===== config.mk =====
export PLATFORM = sky130hd
export DESIGN_NAME = ritc_bitslip_sequencer
export DESIGN_NICKNAME = d
export VERILOG_FILES = /design/src/rtl/ritc_bitslip_sequencer.sv
export SDC_FILE = /design/constraint.sdc
export NUM_CORES = 1
export LEC_CHECK = 0
export BUFFER_PORTS_ARGS = -buffer_cell sky130_fd_sc_hd__buf_2
export CORE_MARGIN = 2
export CORE_UTILIZATION = 50
export DETAILED_ROUTE_END_ITERATION = 6
export PLACE_DENSITY = 0.78
export SKIP_CTS_REPAIR_TIMING = 1
export SLEW_MARGIN = 20
export SYNTH_ARGS = -nofsm -noshare
export SYNTH_HDL_FRONTEND = slang
export SYNTH_SLANG_ARGS = --single-unit

===== constraint.sdc =====
create_clock -name user_clk_i -period 2.82 [get_ports user_clk_i]
set_input_delay 0.705 -clock user_clk_i [delete_from_list [all_inputs] [get_ports user_clk_i]]
set_output_delay 0.705 -clock user_clk_i [all_outputs]
set_load 0.05 [all_outputs]

===== src/rtl/ritc_bitslip_sequencer.sv =====
// Walks all 72 RITC channel/bit lanes, bitslipping each until the training pattern is seen.
// Optional RITC_ALIGN_FAILMAP_EN adds a per-lane failure map output.
module ritc_bitslip_sequencer #(
    parameter int SETTLE_CYCLES = 64,
    parameter int MAX_SLIP      = 8
) (
    input  logic        user_clk_i,
    input  logic        rst_i,
    input  logic        start_i,
    input  logic        abort_i,
    input  logic [7:0]  pattern_i,
    output logic        dp_sel_o,
    output logic        dp_wr_o,
    output logic [3:0]  dp_addr_o,
    output logic [31:0] dp_dat_o,
    input  logic [31:0] dp_dat_i,
    output logic        busy_o,
    output logic        done_o,
    output logic        fail_o,
    output logic [6:0]  first_fail_o
`ifdef RITC_ALIGN_FAILMAP_EN
    ,
    output logic [71:0] fail_map_o
`endif
);

    localparam logic [2:0] IDLE   = 3'd0;
    localparam logic [2:0] SELECT = 3'd1;
    localparam logic [2:0] SETTLE = 3'd2;
    localparam logic [2:0] SAMPLE = 3'd3;
    localparam logic [2:0] CHECK  = 3'd4;
    localparam logic [2:0] SLIP   = 3'd5;
    localparam logic [2:0] NEXT   = 3'd6;
    localparam logic [2:0] FINISH = 3'd7;

    localparam logic [9:0] SETTLE_LOAD_C = 10'(SETTLE_CYCLES - 1);
    localparam logic [3:0] MAX_SLIP_C    = 4'(MAX_SLIP);
    localparam logic [3:0] DP_ADDR_C     = 4'd2;

    logic [2:0]  state_r, fsm_next_s, next_state_s;
    logic [7:0]  pattern_r;
    logic [3:0]  slip_cnt_r;
    logic [9:0]  settle_cnt_r;
    logic [2:0]  ch_r, adv_ch_s;
    logic [3:0]  bit_r, adv_bit_s;
    logic [6:0]  sel_next_s;
    logic        match_s, last_bit_s, fail_mark_s;
    logic        dp_sel_r, dp_wr_r, busy_r, done_r, fail_r;
    logic [3:0]  dp_addr_r;
    logic [31:0] dp_dat_r;
    logic [6:0]  first_fail_r;
    logic        unused_dat_s;

    assign unused_dat_s = ^dp_dat_i[31:8];

    // Datapath control word: [31] training disable, [30] bitslip, [22:16] lane select.
    function automatic logic [31:0] bus_word(input logic dis, input logic slip, input logic [6:0] sel);
        bus_word = {dis, slip, 7'd0, sel, 16'd0};
    endfunction

    // Lane-index arithmetic: bits 0..11 within a channel, then the next channel.
    always_comb begin
        match_s    = (dp_dat_i[7:0] == pattern_r);
        last_bit_s = (ch_r == 3'd5) && (bit_r == 4'd11);
        if (bit_r == 4'd11) begin
            adv_bit_s = 4'd0;
            adv_ch_s  = ch_r + 3'd1;
        end else begin
            adv_bit_s = bit_r + 4'd1;
            adv_ch_s  = ch_r;
        end
        if (state_r == IDLE) begin
            sel_next_s = 7'd0;
        end else begin
            sel_next_s = {adv_ch_s, adv_bit_s};
        end
    end

    // Next-state logic; abort overrides everything outside IDLE.
    always_comb begin
        fsm_next_s = state_r;
        case (state_r)
            IDLE:    fsm_next_s = (start_i && !abort_i) ? SELECT : IDLE;
            SELECT:  fsm_next_s = SETTLE;
            SETTLE:  fsm_next_s = (settle_cnt_r == 10'd0) ? SAMPLE : SETTLE;
            SAMPLE:  fsm_next_s = CHECK;
            CHECK: begin
                if (match_s) begin
                    fsm_next_s = NEXT;
                end else if (slip_cnt_r < MAX_SLIP_C) begin
                    fsm_next_s = SLIP;
                end else begin
                    fsm_next_s = NEXT;
                end
            end
            SLIP:    fsm_next_s = SETTLE;
            NEXT:    fsm_next_s = last_bit_s ? FINISH : SELECT;
            FINISH:  fsm_next_s = IDLE;
            default: fsm_next_s = IDLE;
        endcase
        next_state_s = (abort_i && (state_r != IDLE)) ? IDLE : fsm_next_s;
        fail_mark_s  = (state_r == CHECK) && (next_state_s == NEXT) && !match_s;
    end

    // FSM state, counters, lane index and failure tracking.
    always_ff @(posedge user_clk_i or posedge rst_i) begin
        if (rst_i) begin
            state_r      <= IDLE;
            pattern_r    <= 8'd0;
            slip_cnt_r   <= 4'd0;
            settle_cnt_r <= 10'd0;
            ch_r         <= 3'd0;
            bit_r        <= 4'd0;
            fail_r       <= 1'b0;
            first_fail_r <= 7'd0;
        end else begin
            state_r <= next_state_s;
            if (state_r == IDLE && next_state_s == SELECT) begin
                pattern_r    <= pattern_i;
                slip_cnt_r   <= 4'd0;
                ch_r         <= 3'd0;
                bit_r        <= 4'd0;
                fail_r       <= 1'b0;
                first_fail_r <= 7'd0;
            end
            if (next_state_s == SETTLE && state_r != SETTLE) begin
                settle_cnt_r <= SETTLE_LOAD_C;
            end else if (state_r == SETTLE && settle_cnt_r != 10'd0) begin
                settle_cnt_r <= settle_cnt_r - 10'd1;
            end
            if (state_r == SLIP && next_state_s == SETTLE && slip_cnt_r != 4'hF) begin
                slip_cnt_r <= slip_cnt_r + 4'd1;
            end
            if (state_r == NEXT && next_state_s != IDLE) begin
                slip_cnt_r <= 4'd0;
                if (next_state_s == SELECT) begin
                    ch_r  <= adv_ch_s;
                    bit_r <= adv_bit_s;
                end
            end
            if (fail_mark_s) begin
                fail_r <= 1'b1;
                if (!fail_r) begin
                    first_fail_r <= {ch_r, bit_r};
                end
            end
        end
    end

    // Registered bus and status outputs, decoded from the upcoming state.
    always_ff @(posedge user_clk_i or posedge rst_i) begin
        if (rst_i) begin
            dp_sel_r  <= 1'b0;
            dp_wr_r   <= 1'b0;
            dp_addr_r <= 4'd0;
            dp_dat_r  <= 32'd0;
            busy_r    <= 1'b0;
            done_r    <= 1'b0;
        end else begin
            busy_r    <= (next_state_s != IDLE);
            done_r    <= (next_state_s == FINISH);
            dp_addr_r <= (next_state_s != IDLE) ? DP_ADDR_C : 4'd0;
            case (next_state_s)
                SELECT: begin
                    dp_sel_r <= 1'b1;
                    dp_wr_r  <= 1'b1;
                    dp_dat_r <= bus_word(1'b0, 1'b0, sel_next_s);
                end
                SLIP: begin
                    dp_sel_r <= 1'b1;
                    dp_wr_r  <= 1'b1;
                    dp_dat_r <= bus_word(1'b0, 1'b1, {ch_r, bit_r});
                end
                FINISH: begin
                    dp_sel_r <= 1'b1;
                    dp_wr_r  <= 1'b1;
                    dp_dat_r <= bus_word(1'b1, 1'b0, {ch_r, bit_r});
                end
                default: begin
                    dp_sel_r <= 1'b0;
                    dp_wr_r  <= 1'b0;
                    dp_dat_r <= 32'd0;
                end
            endcase
        end
    end

`ifdef RITC_ALIGN_FAILMAP_EN
    logic [71:0] fail_map_r;
    logic [6:0]  fail_idx_s;

    assign fail_idx_s = ({4'd0, ch_r} * 7'd12) + {3'd0, bit_r};

    // Per-lane failure map, indexed ch*12+bit; held after done or abort.
    always_ff @(posedge user_clk_i or posedge rst_i) begin
        if (rst_i) begin
            fail_map_r <= 72'd0;
        end else if (state_r == IDLE && next_state_s == SELECT) begin
            fail_map_r <= 72'd0;
        end else if (fail_mark_s) begin
            fail_map_r[fail_idx_s] <= 1'b1;
        end
    end

    assign fail_map_o = fail_map_r;
`endif

    assign dp_sel_o     = dp_sel_r;
    assign dp_wr_o      = dp_wr_r;
    assign dp_addr_o    = dp_addr_r;
    assign dp_dat_o     = dp_dat_r;
    assign busy_o       = busy_r;
    assign done_o       = done_r;
    assign fail_o       = fail_r;
    assign first_fail_o = first_fail_r;

endmodule


* Yosys cells after proc, flatten, opt, wreduce, memory -nomap -nowiden
Cells that the tools add are included.
** Cells by class
- Equality and inequality tests :: 17
- Reductions and logical operators :: 23
- Magnitude comparators :: 1
- Add/sub/neg operators :: 4
- Multiplexer cells :: 29
** Operators by type and width (number)
- 32-bit case mux with 3 select lines :: 1
- 4-bit 2-to-1 mux :: 7
- 7-bit 2-to-1 mux :: 4
- 3-bit == test (second input constant) :: 8
- 3-bit case mux with 7 select lines :: 1
- 10-bit 2-to-1 mux :: 2
- 3-bit 2-to-1 mux :: 6
- 1-bit logical AND :: 11
- 10-bit zero test :: 1
- 10-bit nonzero test :: 1
- 10-bit by 1-bit subtractor with 10-bit output (second input constant) :: 1
- 3-bit by 2-bit == test with 1-bit output (second input constant) :: 3
- 3-bit nonzero test :: 3
- 4-bit by 1-bit adder with 4-bit output (second input constant) :: 2
- 8-bit == test :: 1
- 3-bit by 1-bit == test with 1-bit output (second input constant) :: 2
- 2-bit 2-to-1 mux :: 3
- 1-bit 2-to-1 mux :: 5
- 4-bit == test (second input constant) :: 1
- 4-bit < comparator (second input constant) :: 1
- 4-bit != test (second input constant) :: 1
- 2-bit nonzero test :: 2
- 3-bit by 1-bit adder with 3-bit output (second input constant) :: 1
- 3-bit zero test :: 1
- 4 further kinds :: 5
** Storage, ports and cells
- Register bits after elaboration :: 77
- Output and inout port bits :: 48
- Logic and storage cells :: 87
- Bits of input ports :: 44

* Depth between registers and ports, before layout
Gate-level depths: netlist of the first run.
- Depth in word-level cells :: 10
- Depth in mapped cells :: 6
- Depth with buffers taken out :: 6

* Least setup slack after synthesis of the first run
No wires, ideal clock.
- Kind :: input to register
- From :: input port abort_i
- To :: register ch_r[2]
- Arrival time :: 1732 ps
- Stages on the path :: 5
- Path slack :: 964 ps
- Path buffers :: 1
- Setup time :: 124 ps
- Data required time :: 2696 ps
- Path through :: nand4bb_1 > clkbuf_1 > a21oi_1 > nor2_1 > o31a_1
** Between the ends
- Cells in the longest elaborated chain, start to end :: 10
- Elaborated cells between the ends (all ways) :: 13
- Classes of those cells :: eq/ne: 1; mux: 6; reduce/logical: 6
** Ends and longest elaborated chain
- from (decl) :: RTL line 10 : input logic abort_i,
- 1-bit zero test :: RTL line 83 : IDLE: fsm_next_s = (start_i && !abort_i) ? SELECT : IDLE;
- 1-bit logical AND :: RTL line 83
- 1-bit 2-to-1 mux :: RTL line 83
- 3-bit case mux with 7 select lines :: RTL line 82 : case (state_r)
- 3-bit 2-to-1 mux * :: RTL line 101 : next_state_s = (abort_i && (state_r != IDLE)) ? IDLE : fsm_next_s;
- 3-bit by 1-bit == test with 1-bit output :: RTL line 118, 136
- 1-bit logical AND :: RTL line 118 : if (state_r == IDLE && next_state_s == SELECT) begin
- 3-bit 2-to-1 mux :: RTL line 118
- 3-bit 2-to-1 mux :: RTL line 136 : if (next_state_s == SELECT) begin
- 3-bit 2-to-1 mux * :: RTL line 134 : if (state_r == NEXT && next_state_s != IDLE) begin
- to (signal assigned) :: RTL line 137 : ch_r <= adv_ch_s;
- to (decl) :: RTL line 44 : logic [2:0] ch_r, adv_ch_s;
Mark *: on every way between the ends. The rest lies on a longest branch, timed or not.
A chain may end at the register's enable or synchronous reset.

* Final worst setup path of the first run
- From :: register state_r[1]
- To :: register settle_cnt_r[9]
** Between the ends
- Cells in the longest elaborated chain, start to end :: 7
- Elaborated cells between the ends (all ways) :: 19
- Classes of those cells :: eq/ne: 9; mux: 3; reduce/logical: 7
** Ends and longest elaborated chain
- from (decl) :: RTL line 40 : logic [2:0] state_r, fsm_next_s, next_state_s;
- from (signal assigned) :: RTL line 117 : state_r <= next_state_s;
- 3-bit == test or 3-bit by 1-bit == test with 1-bit output (tied branches) :: RTL line 82
- 2-bit OR reduction (no line)
- 3-bit case mux with 7 select lines :: RTL line 82
- 3-bit 2-to-1 mux :: RTL line 101
- 3-bit by 2-bit == test with 1-bit output :: RTL line 126 : if (next_state_s == SETTLE && state_r != SETTLE) begin
- 1-bit logical AND :: RTL line 126
- 10-bit 2-to-1 mux or 2-bit nonzero test (tied branches)
- to (signal assigned) :: RTL line 129 : settle_cnt_r <= settle_cnt_r - 10'd1;
- to (decl) :: RTL line 43 : logic [9:0] settle_cnt_r;
Parallel ways exist; a longest one is shown, timed or not.

==> impl_metrics.tcl, run 1 <==
set metrics [dict create \
    status "completed" \
    wl_per_cell_microns 14.70 \
    slowest_delay_ns 0.69 \
    avgSynthCellArea_sq_um 9.359 \
    yosys_warnings 0 \
    area_growth_pct 10.33 \
    min_period_ns 2.118 \
    timing.fmax_mhz 472.1 \
    die_x_microns 82.00 \
    grtUsageTotal 0.2140 \
    crit_family "simple AND/OR/NAND/NOR gates" \
    synthFlopType "dfrtp_1" \
    slew_viol_final 0 \
    drive_above_1_share 0.1885 \
    synth_cells 325 \
    yosysSeqAreaShare 0.4278 \
    start_util 0.5168 \
    startpoint_type "flop" \
    crit_chain "nor3b_2 -> nand2_1 -> or4_1 -> a21oi_1" \
    setup-violations-final 0 \
    post-dp-hpwl_mm 4.750 \
    worstMarginPinSlew_ns 0.6403 \
    worstSetupPathType "reg -> reg" \
    cap_violations 0 \
    multi_input_area_sq_um 1509 \
    rsz0062_at_grt "no" \
    clkPwrFrac 0.335 \
    total_power_uw 1655 \
    fill_cells 552 \
    syn_area_sq_um 3042 \
    clk-insertion-delay-late_ns 0.31 \
    first_global_vias 2379 \
    critPathBufInv 0 \
    share_seq_of_total_power 0.497 \
    grt_first_pass_wirelength_mm 11.02 \
    die_y_microns 82.00 \
    finalCritPeriodShare 0.7511 \
    first_pass_iters 4 \
    hold_viol_final 0 \
    clkTransAtPathRegs_ns 0.09 \
    cts_tree "built" \
    cp-end-kind "flop" \
    cts-htree-levels 2 \
    port_buffers 41 \
    p_comb_frac 0.168 \
    p_per_area_nw_per_um2 493.1 \
    slew_headroom 0.5713 \
    synth-seq-cells 52 \
    hold_class "in -> async" \
    die-area_sq_um 6723 \
    synth-edff-count 0 \
    switching_share 0.2890 \
    nets 415 \
    ant_nets 0 \
    viasPerCell 5.676 \
    num_vias 2503 \
    cts_root_buffer "clkbuf_8" \
    skew_ns 0.008653 \
    cp.required_ns 3.05 \
    grt_max_degree 20 \
    async_reset_ff_frac 1.000 \
    cpMaxStageDelayCell "dfrtp_1" \
    p_leak_uw 0.001688 \
    seq_area_sq_um 1301 \
    fp-row-count 28 \
    cts_sinks 52 \
    switching_power_uw 478.2 \
    grt_overflow 0 \
    path_max_fanout 19 \
    drtIter0Drc 333 \
    drc 0 \
    antenna_found_initial 0 \
    core-area_sq_um 5886 \
    antennaDiodeCount 0 \
    timing.hold.ws_ns 0.3636 \
    ir_drop_v 0.0003044 \
    p_int_uw 1176 \
    cts_buffers 5 \
    arrival_ns 2.35 \
    tns_ns 0 \
    ys_types 58 \
    gp_congestion 0.9172 \
    clockBufferDepth 2 \
    routed_wl_mm 6.483 \
    ios 92 \
]
metrics by stage:
step                cells  area (sq um)  setup WS (ns)    util
floorplan             350          3136         0.8571       -
global placement      433          3229         0.5984  0.5487
detailed placement    433          3229         0.5686  0.5487
CTS                   441          3356         0.7194  0.5702
global route          441          3356         0.5500  0.5702
finish                441          3356         0.7018  0.5702
power groups by stage:
| stage | clock (uW) | sequential (uW) | combinational (uW) |
|---|---|---|---|
| global route | 596 | 828 | 310 |
| finish | 554 | 822 | 278 |
| global placement | 0 | 835 | 273 |
| detailed placement | 0 | 837 | 278 |
| CTS | 565 | 822 | 280 |
| floorplan | 0 | 833 | 251 |
worst paths after layout:
kind / startpoint / end / slack (ns) / cells past startpoint
max in group asynchronous: rst_i / first_fail_o[3] / 1.87 / 3
worst max register to register: state_r[1] / settle_cnt_r[9] / 0.70 / 4
min in group user_clk_i: pattern_r[0] / pattern_r[0] / 0.50 / 2
worst max-delay path: state_r[1] / settle_cnt_r[9] / 0.70 / 4
worst min register to register: pattern_r[0] / pattern_r[0] / 0.50 / 2
worst min-delay path: rst_i / settle_cnt_r[5] / 0.36 / 2
logic make-up (layout without fill, tap and decap cells):
logic type                 after synthesis  count (layout)  synth area share
AOI/OAI and AO/OA                       59              59            0.1444
xor gates and xnor gates                 8               8           0.02304
adders and majority gates                6               6           0.02468
buffers and inverters                   57              73            0.1070
DFF                                     52              52            0.4278
muxes                                   13              13           0.04278
other                                    1              26          0.001233
and+or+nand+nor                        129             129            0.2291
cell type report:
type,instances,share of cell area
Timing Repair Buffer,49,0.07905
Inverter,16,0.01790
Sequential cell,52,0.3878
Clock buffer,7,0.02871
Tap cell,75,0.02796
Multi-Input combinational cell,241,0.4497
Clock inverter,1,0.008949
worst register-to-register path, delay by kind of cell (launching register included):
family	cells	cell delay (ns)
AOI/OAI and AO/OA	1	0.15
and+or+nand+nor	3	1.21
DFF	1	0.69
registers in the layout (all words and copies together) (netlist names):
name / count
ch_r: 3
first_fail_o: 7
dp_wr_o: 1
bit_r: 4
state_r: 3
done_o: 1
fail_o: 1
busy_o: 1
pattern_r: 8
settle_cnt_r: 10
slip_cnt_r: 4
dp_dat_o: 9
synth_stat cells, drive strengths merged (7+ instances only):
library cell | instances | area share
o21ai | 9 | 0.015
inv | 16 | 0.020
nor2 | 19 | 0.023
mux2i | 13 | 0.043
dfrtp | 52 | 0.43
a21oi | 13 | 0.021
xnor2 | 8 | 0.023
buf | 34 | 0.079
clkbuf | 7 | 0.0086
nand3 | 10 | 0.018
nand2 | 46 | 0.058
nand4 | 11 | 0.023
routing by layer:
metal	share of wire	vias up	track usage
li1	-	1185	-
met1	0.42	1185	0.2834
met2	0.48	121	0.3415
met3	0.077	12	0.05165
met4	0.019	0	0.07667
met5	0	-	0
cells in the final DEF, fill, tap and decap left out, types with 6 or more instances in the layout:
cell / instances
mux2i_1: 13
nand2_1: 45
xnor2_1: 8
nor3_1: 6
inv_1: 15
nand4_1: 11
ha_1: 6
buf_4: 8
conb_1: 26
a21oi_1: 13
o21ai_0: 9
dfrtp_1: 52
nor2_1: 19
nand3_1: 9
clkbuf_8: 7
buf_2: 41
Power figures use the tool's default switching activity.
==> run 2, diff against run 1 <==
--- a/config.mk
+++ b/config.mk
@@ -7,9 +7,9 @@
 export LEC_CHECK = 0
 export BUFFER_PORTS_ARGS = -buffer_cell sky130_fd_sc_hd__buf_2
 export CORE_MARGIN = 2
-export CORE_UTILIZATION = 50
+export CORE_UTILIZATION = 47
 export DETAILED_ROUTE_END_ITERATION = 6
-export PLACE_DENSITY = 0.78
+export PLACE_DENSITY = 0.77
 export SKIP_CTS_REPAIR_TIMING = 1
 export SLEW_MARGIN = 20
 export SYNTH_ARGS = -nofsm -noshare
==> constraint.sdc (replaced) <==
create_clock -name user_clk_i -period 1.9 [get_ports user_clk_i]
set_input_delay 0.475 -clock user_clk_i [delete_from_list [all_inputs] [get_ports user_clk_i]]
set_output_delay 0.475 -clock user_clk_i [all_outputs]
set_load 0.05 [all_outputs]
==> run 2 against run 1 <==
Net effect: setup slack got worse by 0.63 ns; maximum frequency increased by 16%; first-iteration DRC count decreased by 11%; critical path type unchanged; final area increased by 6.2%; sequential power increased by 48%; die area increased by 6.1%; power increased by 44%; via count increased by 2.6%; cell count increased by 5.9%; global-route usage decreased by 1.7 points; largest cell class unchanged.
==> impl_metrics.tcl, run 2 (synthesis gave the netlist of run 1 again) <==
set metrics [dict create \
    wl_per_cell_microns 14.60 \
    ant_nets 0 \
    finalCritPeriodShare 0.9648 \
    setup-violations-final 0 \
    hold_viol_final 0 \
    die-area_sq_um 7131 \
    slew_headroom 0.6187 \
    crit_chain "inv_2 -> ha_4 -> or3b_4 -> o31ai_4 -> nand2_2 -> a221oi_2" \
    fp-row-count 29 \
    final_common_cell "dfrtp_1" \
    path_max_fanout 4 \
    min_period_ns 1.833 \
    hold_class "in -> async" \
    grtUsageTotal 0.1970 \
    gp_congestion 0.9163 \
    cts_root_buffer "clkbuf_8" \
    slowest_delay_ns 0.40 \
    area_growth_pct 17.11 \
    timing.fmax_mhz 545.5 \
    grt_max_degree 34 \
    die_x_microns 84.45 \
    p_leak_uw 0.001794 \
    grt-busiest-layer "met2" \
    ir_drop_v 0.0005888 \
    clockBufferDepth 2 \
    routed_wl_mm 6.817 \
    post-dp-hpwl_mm 5.024 \
    drtIter0Drc 296 \
    fill_cells 573 \
    drc 0 \
    start_util 0.4818 \
    clk-insertion-delay-late_ns 0.32 \
    clkTransAtPathRegs_ns 0.10 \
    startpoint_type "flop" \
    cp.required_ns 2.11 \
    antennaDiodeCount 0 \
    port_buffers 41 \
    cts-htree-levels 2 \
    num_vias 2569 \
    cts_sinks 52 \
    worstSetupPathType "reg -> reg" \
    worstMarginPinSlew_ns 0.5702 \
    largest_reg_flops 10 \
    grt_first_pass_wirelength_mm 11.53 \
    core-area_sq_um 6314 \
    final_cell_mix "dfrtp_1, nand2_1, buf_2, buf_4, conb_1" \
    total_power_uw 2377 \
    die_y_microns 84.45 \
    drive_above_1_share 0.2615 \
    status "completed" \
    skew_ns 0.01204 \
    dp.cells 455 \
    ios 92 \
    arrival_ns 2.05 \
    first_global_vias 2491 \
    cts_buffers 5 \
    finalNonFillerCells 467 \
    grt_util_met2 0.3117 \
    cap_violations 0 \
    viasPerCell 5.501 \
    cp-end-kind "flop" \
    antenna_found_initial 0 \
    grt_overflow 0 \
    grtUsageMet1 0.2673 \
    regMostFlops "settle_cnt_r" \
    rsz0062_at_grt "yes" \
    first_pass_iters 5 \
    p_per_area_nw_per_um2 667.2 \
    cpMaxStageDelayCell "dfrtp_1" \
    slew_viol_final 0 \
    use_met3 0.03933 \
    nets 439 \
    cts_tree "built" \
]
==> run 2: worst max-delay path: cells and delay by family, from the launching register on <==
family          cells  cell delay [ns]
compound gates      2             0.58
simple gates        2             0.53
flops               1             0.40
fa+ha+maj           1             0.13
buf+inv             1             0.08
==> run 2: layout make-up <==
| cell class | count | area [sq um] | area share |
|---|---|---|---|
| multi-input cells | 241 | 1555 | 0.4366 |
| clock inverters | 3 | 22.52 | 0.006322 |
| repair buffers | 73 | 457.9 | 0.1286 |
| inverters | 16 | 60.06 | 0.01686 |
| clock buffers | 5 | 68.82 | 0.01932 |
| flip-flops and latches | 52 | 1301 | 0.3653 |
| well taps | 77 | 96.34 | 0.02705 |
==> run 2: path summary, 6_finish.rpt <==
check,startpoint,end,slack [ns],cells after the start
worst min register to register,pattern_r[4],pattern_r[4],0.51,2
worst max register to register,settle_cnt_r[1],busy_o,0.07,6
max in group asynchronous,rst_i,slip_cnt_r[1],1.22,3
worst min-delay path,rst_i,settle_cnt_r[1],0.15,2
min in group user_clk_i,pattern_i[7],pattern_r[7],0.34,3
worst max-delay path,settle_cnt_r[1],busy_o,0.07,6
==> run 2: where the power goes <==
group,leakage [uW],total [uW],internal (uW),switching [uW]
registers,0.000682,1220,1170,49.4
clock network,0.0000485,648,264,383
logic,0.00106,512,182,330
==> run 2: stage by stage <==
step / hold slack, ns / instance area [sq um] / worst slack (ns) / utilization / TNS, ns
2_1_floorplan: 0.4668 / 3136 / 0.08906 / - / 0
3_3_place_gp: 0.4793 / 3395 / 0.04999 / 0.5377 / 0
3_5_place_dp: 0.4832 / 3395 / 0.02734 / 0.5377 / 0
4_1_cts: 0.1574 / 3486 / -0.01278 / 0.5521 / -0.01278
5_1_grt: 0.1648 / 3562 / -0.03801 / 0.5642 / -0.1182
6_report: 0.1464 / 3562 / 0.06690 / 0.5642 / 0
==> run 2: layer usage <==
layer / vias up / wire, microns
met4: 0 / 147
met1: 1216 / 2982
li1: 1232 / -
met3: 15 / 472
met5: - / 0
met2: 106 / 3215
